File: config.mk
export PLATFORM = sky130hd
export DESIGN_NAME = redmule_xif_issue_buffer_flat
export DESIGN_NICKNAME = d
export VERILOG_FILES = /design/src/rtl/redmule_xif_issue_buffer_if.sv /design/src/rtl/redmule_xif_issue_buffer.sv /design/src/flat_wrapper.sv
export SDC_FILE = /design/constraint.sdc
export NUM_CORES = 1
export LEC_CHECK = 0
export ABC_AREA = 1
export BUFFER_PORTS_ARGS = -buffer_cell sky130_fd_sc_hd__buf_2
export CAP_MARGIN = 20
export CORE_MARGIN = 2
export CORE_UTILIZATION = 64
export CTS_BUF_LIST = sky130_fd_sc_hd__clkbuf_2
export CTS_CLUSTER_SIZE = 10
export DETAILED_ROUTE_END_ITERATION = 16
export HOLD_SLACK_MARGIN = 0.05
export PLACE_DENSITY = 0.87
export RECOVER_POWER = 50
export REMOVE_ABC_BUFFERS = 1
export SLEW_MARGIN = 20
export SYNTH_ARGS = -nofsm -noshare
export SYNTH_HDL_FRONTEND = slang
export SYNTH_SLANG_ARGS = --single-unit
File: constraint.sdc
create_clock -name clk_i -period 11.4 [get_ports clk_i]
set_input_delay 1.14 -clock clk_i [delete_from_list [all_inputs] [get_ports clk_i]]
set_output_delay 1.14 -clock clk_i [all_outputs]
set_load 0.02 [all_outputs]
File: src/rtl/redmule_xif_issue_buffer_if.sv
// Handshake bundle between the XIF issue/result channels, the RedMulE dispatch port and the buffer.
// The buffer takes the slave side; the core and engine side together take the master side.
interface redmule_xif_issue_buffer_if #(
   parameter int unsigned ID_W   = 4,
   parameter int unsigned DATA_W = 32
);
   logic              issue_valid;
   logic              issue_ready;
   logic [31:0]       issue_instr;
   logic [ID_W-1:0]   issue_id;
   logic [DATA_W-1:0] issue_rs1;
   logic [DATA_W-1:0] issue_rs2;
   logic [1:0]        issue_rs_valid;
   logic              issue_accept;
   logic              issue_writeback;

   logic              dn_valid;
   logic              dn_ready;
   logic [31:0]       dn_instr;
   logic [ID_W-1:0]   dn_id;
   logic [DATA_W-1:0] dn_rs1;
   logic [DATA_W-1:0] dn_rs2;

   logic              done;
   logic              result_valid;
   logic              result_ready;
   logic [ID_W-1:0]   result_id;

   modport slave (
      input  issue_valid, issue_instr, issue_id, issue_rs1, issue_rs2, issue_rs_valid,
      output issue_ready, issue_accept, issue_writeback,
      output dn_valid, dn_instr, dn_id, dn_rs1, dn_rs2,
      input  dn_ready,
      input  done,
      output result_valid, result_id,
      input  result_ready
   );

   modport master (
      output issue_valid, issue_instr, issue_id, issue_rs1, issue_rs2, issue_rs_valid,
      input  issue_ready, issue_accept, issue_writeback,
      input  dn_valid, dn_instr, dn_id, dn_rs1, dn_rs2,
      output dn_ready,
      output done,
      input  result_valid, result_id,
      output result_ready
   );
endinterface

File: src/rtl/redmule_xif_issue_buffer.sv
// XIF offload stage for RedMulE: decodes and buffers issued ops, dispatches them in order,
// and converts per-instruction completion pulses into in-order XIF result transactions.
module redmule_xif_issue_buffer #(
   parameter int unsigned DEPTH  = 4,
   parameter int unsigned ID_W   = 4,
   parameter int unsigned DATA_W = 32,
   parameter logic [6:0]  OPCODE = 7'b0001011
) (
   input  logic                      clk_i,
   input  logic                      rst_ni,
   input  logic                      clear_i,
   redmule_xif_issue_buffer_if.slave xif,
   output logic                      busy_o,
   output logic                      err_o
);
   localparam int unsigned AW = $clog2(DEPTH);
   localparam int unsigned PW = AW + 1;

   logic [31:0]       fifo_instr_q [DEPTH];
   logic [ID_W-1:0]   fifo_id_q    [DEPTH];
   logic [DATA_W-1:0] fifo_rs1_q   [DEPTH];
   logic [DATA_W-1:0] fifo_rs2_q   [DEPTH];
   logic [ID_W-1:0]   infl_id_q    [DEPTH];

   logic [PW-1:0] f_wr_q, f_rd_q;
   logic [PW-1:0] q_wr_q, q_rd_q;
   logic [PW-1:0] pend_q;
   logic          err_q;

   logic          match;
   logic          fifo_full, fifo_empty;
   logic          infl_full, infl_empty;
   logic [PW-1:0] infl_cnt;
   logic [PW-1:0] outstanding;
   logic          push, dispatch, retire;
   logic          done_ok, done_bad;

   assign fifo_full  = (f_wr_q[AW] != f_rd_q[AW]) && (f_wr_q[AW-1:0] == f_rd_q[AW-1:0]);
   assign fifo_empty = (f_wr_q == f_rd_q);
   assign infl_full  = (q_wr_q[AW] != q_rd_q[AW]) && (q_wr_q[AW-1:0] == q_rd_q[AW-1:0]);
   assign infl_empty = (q_wr_q == q_rd_q);

   // Dispatched but not yet completed by the engine; a done with none of these is spurious.
   assign infl_cnt    = q_wr_q - q_rd_q;
   assign outstanding = infl_cnt - pend_q;

   assign match                = (xif.issue_instr[6:0] == OPCODE);
   assign xif.issue_ready      = xif.issue_valid & (&xif.issue_rs_valid) & (~match | ~fifo_full);
   assign xif.issue_accept     = match;
   assign xif.issue_writeback  = 1'b0;

   assign xif.dn_valid = ~fifo_empty & ~infl_full;
   assign xif.dn_instr = fifo_instr_q[f_rd_q[AW-1:0]];
   assign xif.dn_id    = fifo_id_q[f_rd_q[AW-1:0]];
   assign xif.dn_rs1   = fifo_rs1_q[f_rd_q[AW-1:0]];
   assign xif.dn_rs2   = fifo_rs2_q[f_rd_q[AW-1:0]];

   assign xif.result_valid = (pend_q != '0);
   assign xif.result_id    = infl_id_q[q_rd_q[AW-1:0]];

   assign busy_o = ~fifo_empty | ~infl_empty;
   assign err_o  = err_q;

   // clear_i suppresses every handshake side effect in its cycle.
   assign push     = xif.issue_valid & xif.issue_ready & match & ~clear_i;
   assign dispatch = xif.dn_valid & xif.dn_ready & ~clear_i;
   assign retire   = xif.result_valid & xif.result_ready & ~clear_i;
   assign done_ok  = xif.done & ~clear_i & (outstanding != '0);
   assign done_bad = xif.done & ~clear_i & (outstanding == '0);

   always_ff @(posedge clk_i) begin
      if (push) begin
         fifo_instr_q[f_wr_q[AW-1:0]] <= xif.issue_instr;
         fifo_id_q[f_wr_q[AW-1:0]]    <= xif.issue_id;
         fifo_rs1_q[f_wr_q[AW-1:0]]   <= xif.issue_rs1;
         fifo_rs2_q[f_wr_q[AW-1:0]]   <= xif.issue_rs2;
      end
      if (dispatch) begin
         infl_id_q[q_wr_q[AW-1:0]] <= xif.dn_id;
      end
   end

   always_ff @(posedge clk_i or negedge rst_ni) begin
      if (!rst_ni) begin
         f_wr_q <= '0;
         f_rd_q <= '0;
         q_wr_q <= '0;
         q_rd_q <= '0;
      end else if (clear_i) begin
         f_wr_q <= '0;
         f_rd_q <= '0;
         q_wr_q <= '0;
         q_rd_q <= '0;
      end else begin
         if (push)     f_wr_q <= f_wr_q + PW'(1);
         if (dispatch) f_rd_q <= f_rd_q + PW'(1);
         if (dispatch) q_wr_q <= q_wr_q + PW'(1);
         if (retire)   q_rd_q <= q_rd_q + PW'(1);
      end
   end

   always_ff @(posedge clk_i or negedge rst_ni) begin
      if (!rst_ni) begin
         pend_q <= '0;
         err_q  <= 1'b0;
      end else if (clear_i) begin
         pend_q <= '0;
         err_q  <= 1'b0;
      end else begin
         case ({done_ok, retire})
            2'b10:   pend_q <= pend_q + PW'(1);
            2'b01:   pend_q <= pend_q - PW'(1);
            default: pend_q <= pend_q;
         endcase
         if (done_bad) err_q <= 1'b1;
      end
   end
endmodule

File: src/flat_wrapper.sv
// flat-port wrapper written by rule: the top's interface ports become plain ports
module redmule_xif_issue_buffer_flat 
#(
   parameter int unsigned DEPTH  = 4,
   parameter int unsigned ID_W   = 4,
   parameter int unsigned DATA_W = 32,
   parameter logic [6:0]  OPCODE = 7'b0001011
)
  (clk_i, rst_ni, clear_i, busy_o, err_o, xif_issue_valid, xif_issue_instr, xif_issue_id, xif_issue_rs1, xif_issue_rs2, xif_issue_rs_valid, xif_issue_ready, xif_issue_accept, xif_issue_writeback, xif_dn_valid, xif_dn_instr, xif_dn_id, xif_dn_rs1, xif_dn_rs2, xif_dn_ready, xif_done, xif_result_valid, xif_result_id, xif_result_ready);
  redmule_xif_issue_buffer_if #(.ID_W(ID_W), .DATA_W(DATA_W)) xif_i ();
  input  logic clk_i;
  input  logic rst_ni;
  input  logic clear_i;
  output logic busy_o;
  output logic err_o;
  input wire logic [$bits(xif_i.issue_valid)-1:0] xif_issue_valid;
  input wire logic [$bits(xif_i.issue_instr)-1:0] xif_issue_instr;
  input wire logic [$bits(xif_i.issue_id)-1:0] xif_issue_id;
  input wire logic [$bits(xif_i.issue_rs1)-1:0] xif_issue_rs1;
  input wire logic [$bits(xif_i.issue_rs2)-1:0] xif_issue_rs2;
  input wire logic [$bits(xif_i.issue_rs_valid)-1:0] xif_issue_rs_valid;
  output wire logic [$bits(xif_i.issue_ready)-1:0] xif_issue_ready;
  output wire logic [$bits(xif_i.issue_accept)-1:0] xif_issue_accept;
  output wire logic [$bits(xif_i.issue_writeback)-1:0] xif_issue_writeback;
  output wire logic [$bits(xif_i.dn_valid)-1:0] xif_dn_valid;
  output wire logic [$bits(xif_i.dn_instr)-1:0] xif_dn_instr;
  output wire logic [$bits(xif_i.dn_id)-1:0] xif_dn_id;
  output wire logic [$bits(xif_i.dn_rs1)-1:0] xif_dn_rs1;
  output wire logic [$bits(xif_i.dn_rs2)-1:0] xif_dn_rs2;
  input wire logic [$bits(xif_i.dn_ready)-1:0] xif_dn_ready;
  input wire logic [$bits(xif_i.done)-1:0] xif_done;
  output wire logic [$bits(xif_i.result_valid)-1:0] xif_result_valid;
  output wire logic [$bits(xif_i.result_id)-1:0] xif_result_id;
  input wire logic [$bits(xif_i.result_ready)-1:0] xif_result_ready;
  assign xif_i.issue_valid = xif_issue_valid;
  assign xif_i.issue_instr = xif_issue_instr;
  assign xif_i.issue_id = xif_issue_id;
  assign xif_i.issue_rs1 = xif_issue_rs1;
  assign xif_i.issue_rs2 = xif_issue_rs2;
  assign xif_i.issue_rs_valid = xif_issue_rs_valid;
  assign xif_issue_ready = xif_i.issue_ready;
  assign xif_issue_accept = xif_i.issue_accept;
  assign xif_issue_writeback = xif_i.issue_writeback;
  assign xif_dn_valid = xif_i.dn_valid;
  assign xif_dn_instr = xif_i.dn_instr;
  assign xif_dn_id = xif_i.dn_id;
  assign xif_dn_rs1 = xif_i.dn_rs1;
  assign xif_dn_rs2 = xif_i.dn_rs2;
  assign xif_i.dn_ready = xif_dn_ready;
  assign xif_i.done = xif_done;
  assign xif_result_valid = xif_i.result_valid;
  assign xif_result_id = xif_i.result_id;
  assign xif_i.result_ready = xif_result_ready;
  redmule_xif_issue_buffer #(.DEPTH(DEPTH), .ID_W(ID_W), .DATA_W(DATA_W), .OPCODE(OPCODE)) u_core (.clk_i(clk_i), .rst_ni(rst_ni), .clear_i(clear_i), .xif(xif_i), .busy_o(busy_o), .err_o(err_o));
endmodule
### Yosys cells after proc, flatten, opt, wreduce, memory -nomap -nowiden

Memory sizes are Yosys's and may differ from the RTL's.
Index checks and enable logic that the tools add are counted.

| storage, ports and cells | value |
|---|---|
| RAM bits | 416 |
| output and inout port bits | 111 |
| register bits after elaboration | 16 |
| input bits | 109 |
| logic and storage cells | 76 |
| memories | 5 |

| operators by class | value |
|---|---|
| bitwise logic cells | 21 |
| equality and inequality tests | 9 |
| reductions and logical operators | 11 |
| add/sub/neg operators | 8 |
| muxes and demuxes | 16 |

Memory list:

| memory | depth | width | rd ports | clocked after memory_dff | wr ports | line | source |
|---|---|---|---|---|---|---|---|
| u_core.fifo_instr_q | 4 | 32 | 1 | 0 | 1 | redmule_xif_issue_buffer.sv:19 | `logic [31:0] fifo_instr_q [DEPTH];` |
| u_core.fifo_rs1_q | 4 | 32 | 1 | 0 | 1 | redmule_xif_issue_buffer.sv:21 | `logic [DATA_W-1:0] fifo_rs1_q [DEPTH];` |
| u_core.fifo_rs2_q | 4 | 32 | 1 | 0 | 1 | redmule_xif_issue_buffer.sv:22 | `logic [DATA_W-1:0] fifo_rs2_q [DEPTH];` |
| u_core.fifo_id_q | 4 | 4 | 1 | 0 | 1 | redmule_xif_issue_buffer.sv:20 | `logic [ID_W-1:0] fifo_id_q [DEPTH];` |
| u_core.infl_id_q | 4 | 4 | 1 | 0 | 1 | redmule_xif_issue_buffer.sv:23 | `logic [ID_W-1:0] infl_id_q [DEPTH];` |

Operators with widths:

| cell | count |
|---|---|
| $mux 3 | 9 |
| $add 3x1->3 const B | 5 |
| $and 1x1->1 | 13 |
| $reduce_bool 3->1 | 3 |
| $reduce_bool 2->1 | 4 |
| $eq 7x4->1 const B | 1 |
| $eq 3x3->1 | 2 |
| $mux 1 | 6 |
| $not 1->1 | 6 |
| $pmux 3 s2 | 1 |
| $sub 3x3->3 | 2 |
| $eq 2x2->1 | 2 |
| $logic_not 3->1 | 1 |
| $sub 3x1->3 const B | 1 |
| $eq 2x1->1 const B | 1 |
| $eq 2x2->1 const B | 1 |
| $logic_and 1x1->1 | 2 |
| $ne 1x1->1 | 2 |
| $or 1x1->1 | 2 |
| $reduce_and 2->1 | 1 |

### Depth between registers and ports, before layout

| depth | value |
|---|---|
| depth in word-level cells | 10 |
| mapped depth | 24 |
| gate-level depth less buffers | 23 |

### Worst setup path after synthesis

OpenSTA, ideal clock, no wires.

| timing path | value |
|---|---|
| path kind | input port to flip-flop |
| start point | input xif_issue_instr[5] |
| end point | memory u_core.fifo_id_q[3][0], enable pin |
| cell stages on the path | 7 |
| path buffers | 0 |
| setup slack | 4.453 ns |
| data arrival time | 6.386 ns |
| cells stage by stage | nor2_1 -> nand3b_1 -> nor4_2 -> nand3_2 -> inv_2 -> nand2_1 -> nor2_1 |

| between the ends | value |
|---|---|
| cells in the longest elaborated chain, start to end | 9 |

RTL lines:

| item | line | source |
|---|---|---|
| start: declaration | flat_wrapper.sv:17 | `input wire logic [$bits(xif_i.issue_instr)-1:0] xif_issue_instr;` |
| $eq 7x4->1 * | redmule_xif_issue_buffer.sv:47 | `assign match = (xif.issue_instr[6:0] == OPCODE);` |
| named net xif_issue_accept | flat_wrapper.sv:23 | `output wire logic [$bits(xif_i.issue_accept)-1:0] xif_issue_accept;` |
| $not 1->1 | redmule_xif_issue_buffer.sv:48 | `assign xif.issue_ready = xif.issue_valid & (&xif.issue_rs_valid) & (~match \| ~fifo_full);` |
| $or 1x1->1 | redmule_xif_issue_buffer.sv:48 |  |
| $and 1x1->1 | redmule_xif_issue_buffer.sv:48 |  |
| $and 1x1->1 | redmule_xif_issue_buffer.sv:65 | `assign push = xif.issue_valid & xif.issue_ready & match & ~clear_i;` |
| $and 1x1->1 * (2 in series) | redmule_xif_issue_buffer.sv:65 |  |
| $mux 1 * | redmule_xif_issue_buffer.sv:72 | `if (push) begin` |
| $mux 1 (implied by the code) * | redmule_xif_issue_buffer.sv:74 | `fifo_id_q[f_wr_q[AW-1:0]] <= xif.issue_id;` |
| end: declaration | redmule_xif_issue_buffer.sv:20 |  |

The timed path passes the listed nets; every way through them passes the cells marked *.

### Final worst setup path

| timing path | value |
|---|---|
| start point | register u_core.f_rd_q[0] |
| end point | output xif_dn_rs1[26] |

| between the ends | value |
|---|---|
| cells in the longest elaborated chain, start to end | 1 |

RTL lines:

| item | line | source |
|---|---|---|
| start: declaration | redmule_xif_issue_buffer.sv:25 | `logic [PW-1:0] f_wr_q, f_rd_q;` |
| start signal: assignment | redmule_xif_issue_buffer.sv:96 | `if (dispatch) f_rd_q <= f_rd_q + PW'(1);` |
| $mem_v2 4x32 | - |  |
| end: declaration | flat_wrapper.sv:28 | `output wire logic [$bits(xif_i.dn_rs1)-1:0] xif_dn_rs1;` |

Every way passes these cells.

==> reports/qor.csv <==
stage,metric,value,unit
status,status,"finished, violations left",
status,violations,"max-capacitance violations, max-slew violations",
power,p_seq_frac,0.609,
layout,nNetsFinal,1562,
critical_path,cp_slowest_stage_delay,2.62,ns
timing,finalHoldViolCount,0,
floorplan,die_x,165,um
timing,hold_slack,0.340,ns
critical_path,end_kind,output port,
global_routing,grt_pass1_wl,55000,um
clock_tree,postCtsHoldBufs,0,
place,gp_congestion,0.784,
clock_tree,cts.repair.resized,0,
floorplan,dieArea,27200,um2
global_routing,grt_start_max_net_pins,107,
clock_tree,htreeDepth,3,
drt,drt_first_iter_violations,1147,
synthesis,yosysTopAreaCellShare,0.752,
layout,drive_gt1_frac,0.195,
clock_tree,clock_latency,0.93,ns
critical_path,worst-setup-path-type,reg -> out,
drt,ant_nets,0,
place,io_buffer_count,218,
critical_path,critPathBufInv,4,
synthesis,netlist_instances,1175,
synthesis,synth_edf_count,416,
synthesis,ys_warn_count,0,
timing,finalSetupTns,0,ns
critical_path,required,10.26,ns
timing,slew_headroom,-0.946,
critical_path,crit_end,xif_dn_rs1[26],
critical_path,cp_num_cells,6,
synthesis,netlist_top_cells_area,"edfxtp_1 (75%), o21ai_0 (6.4%), nor2_1 (5.0%)",
critical_path,critPathSlowestCell,clkinvlp_2,
timing,post-route-period-util,0.692,
synthesis,yosys.area.top_type,edfxtp_1,
critical_path,startpoint_type,flop,
power,power_density,154,nW/um2
power,p_total,0.00288,W
timing,fin_crit,7.88,ns
layout,fill_cells,1593,
critical_path,worstRegToRegCells,4,
global_routing,grt_usage,0.265,
synthesis,ys_async_sr_fraction,0.0370,
min_path,hp-class,in -> async,
power,switching_power,0.000698,W
synthesis,ys_seq_area_frac,0.777,
critical_path,crit_fanout,106,
critical_path,reg2reg_from,u_core.f_rd_q[0]$_DFFE_PN0P_,
timing,fin_skew,0.0715,ns
layout,syn2layout_area_growth,12.6,%
drt,vias,10825,
drt,drc,0,
drt,routed_wl,36200,um
timing,setup_viol,0,
global_routing,overflow,0,
global_routing,antenna_found_initial,6,
global_routing,first_global_vias,10804,
place,pre_cts_ws,7.04,ns
drt,dr.pass1.iters,5,
critical_path,cp.arrival,6.74,ns
critical_path,path_cells,"buf_4, clkinvlp_2, buf_4, o21ai_0, o22ai_1, buf_2",
clock_tree,cts_setup_buffers,0,
critical_path,r2r-end,u_core.infl_id_q[0][0]$_DFFE_PP_,
synthesis,synth_top_flop_cell,edfxtp_1,
clock_tree,cts_made_buffers,101,
floorplan,start_util,0.656,
clock_tree,cts_root_buf,clkbuf_2,
power,p_leak,6.68,nW
critical_path,cpMostUsedCell,buf_4,
critical_path,r2r_slack,5.75,ns
timing,timing.fmax,127,MHz
clock_tree,clk_path_buf_depth,3,
synthesis,avgSynthCellArea,14.1,um2
clock_tree,cts_tree,yes,
timing,slew_viol_final,152,
timing,rsz0062_at_grt,no,
synthesis,synth_cell_types,36,
power,clockPowerShare,0.339,
drt,avgRoutedWirePerCell,19.5,um
critical_path,crit_family,buffers and inverters,
floorplan,rows,58,
run,drv_cap,3,
power,p_int,0.00218,W
floorplan,pin_count,220,
layout,postLayoutCoreUtil,0.738,
timing,worst_pin_slew,2.90,ns
place,dp_hpwl,20600,um
drt,viasPerCell,5.83,
clock_tree,numClockSinks,432,
critical_path,crit_start,u_core.f_rd_q[0]$_DFFE_PN0P_,
synthesis,synth-seq-cells,432,
floorplan,die_height,165,um
power,ir_worst_vdd,0.0000930,V
floorplan,core_area,25300,um2
timing,fin_ws,3.52,ns
power,combPwrFrac,0.052,
clock_tree,clk_pin_slew,0.10,ns
synthesis,synth_area,16600,um2
power,switching_share,0.242,
layout by cell type, fill, tap and decap left out, types with 14 or more instances in the layout:
| master | netlist | routed |
|---|---|---|
| buf_2 | 27 | 115 |
| clkbuf_1 | 40 | 103 |
| clkbuf_2 | 0 | 143 |
| clkinv_1 | 2 | 31 |
| dfrtp_1 | 16 | 14 |
| edfxtp_1 | 416 | 416 |
| inv_1 | 29 | 30 |
| nand2_1 | 36 | 37 |
| nor2_1 | 222 | 225 |
| o21ai_0 | 211 | 215 |
| o22ai_1 | 104 | 104 |
worst min-delay path by stage:
stage / startpoint / to / slack (ns) / depth (start not counted)
6_report: rst_ni / u_core.err_o$_DFFE_PN0P_ / 0.34 / 1
5_1_grt: rst_ni / u_core.err_o$_DFFE_PN0P_ / 0.32 / 1
2_1_floorplan: u_core.q_rd_q[2]$_DFFE_PN0P_ / u_core.q_rd_q[2]$_DFFE_PN0P_ / 0.46 / 1
4_1_cts: rst_ni / u_core.err_o$_DFFE_PN0P_ / 0.09 / 1
3_5_place_dp: u_core.err_o$_DFFE_PN0P_ / u_core.err_o$_DFFE_PN0P_ / 0.48 / 1
3_3_place_gp: u_core.err_o$_DFFE_PN0P_ / u_core.err_o$_DFFE_PN0P_ / 0.47 / 1
power groups by stage:
stage / clock, W / combinational, W / sequential (W)
2_1_floorplan: 0 / 0.0000912 / 0.00179
3_3_place_gp: 0 / 0.000149 / 0.00179
3_5_place_dp: 0 / 0.000157 / 0.00179
4_1_cts: 0.000996 / 0.000158 / 0.00175
5_1_grt: 0.00107 / 0.000171 / 0.00176
6_report: 0.000977 / 0.000151 / 0.00175
cells by family after synthesis:
| family | synth area share |
|---|---|
| compound gates | 0.107 |
| xor+xnor | 0.00520 |
| fa+ha+maj | 0.0134 |
| buf+inv | 0.0262 |
| flops | 0.777 |
| other cells | 0.000226 |
| simple gates | 0.0711 |
metrics by stage:
step	cells	area (um2)
2_1_floorplan	1106	16300
3_3_place_gp	1664	17900
3_5_place_dp	1664	17900
4_1_cts	1849	18900
5_1_grt	1852	18700
6_report	1856	18700
layout make-up:
class | count | area, um2 | share of cell area
repair buffers | 228 | 1040 | 0.0557
clock buffers | 143 | 716 | 0.0383
clock inverters | 42 | 233 | 0.0124
well taps | 330 | 413 | 0.0221
flip-flops and latches | 432 | 12900 | 0.690
inverters | 35 | 133 | 0.00709
multi-input cells | 639 | 3240 | 0.174
diodes | 7 | 17.5 | 0.000937
cells in the mapped netlist (all sizes together) (2+ instances only):
library cell / instances
edfxtp: 416
nor2: 228
o21ai: 216
o22ai: 104
clkbuf: 40
nand2: 40
inv: 33
buf: 29
dfrtp: 16
ha: 13
nand3: 12
xnor2: 6
fa: 3
xor2: 3
a21oi: 2
clkinv: 2
nand3b: 2
o21a: 2
o31ai: 2
state kept, by name, summed over array words and instances (netlist names):
name,cells
u_core.fifo_id_q,16
u_core.fifo_rs2_q,128
u_core.q_wr_q,3
u_core.pend_q,3
u_core.infl_id_q,16
u_core.f_wr_q,3
u_core.fifo_instr_q,128
u_core.f_rd_q,3
u_core.err_o,1
u_core.q_rd_q,3
u_core.fifo_rs1_q,128
routing by layer:
layer,share of wire,vias up,GRT usage
met5,0.00036,-,0
met4,0.025,2,0.118
met3,0.092,65,0.0742
met2,0.49,516,0.421
met1,0.39,5288,0.348
li1,-,4954,-
worst register-to-register path, stage by stage, from the launching register on:
cell	delay [ns]
dfrtp_4	0.40
buf_4	0.78
clkinvlp_2	2.64
o21ai_0	1.21
o22ai_1	0.29
(Power assumes the default switching activity.)
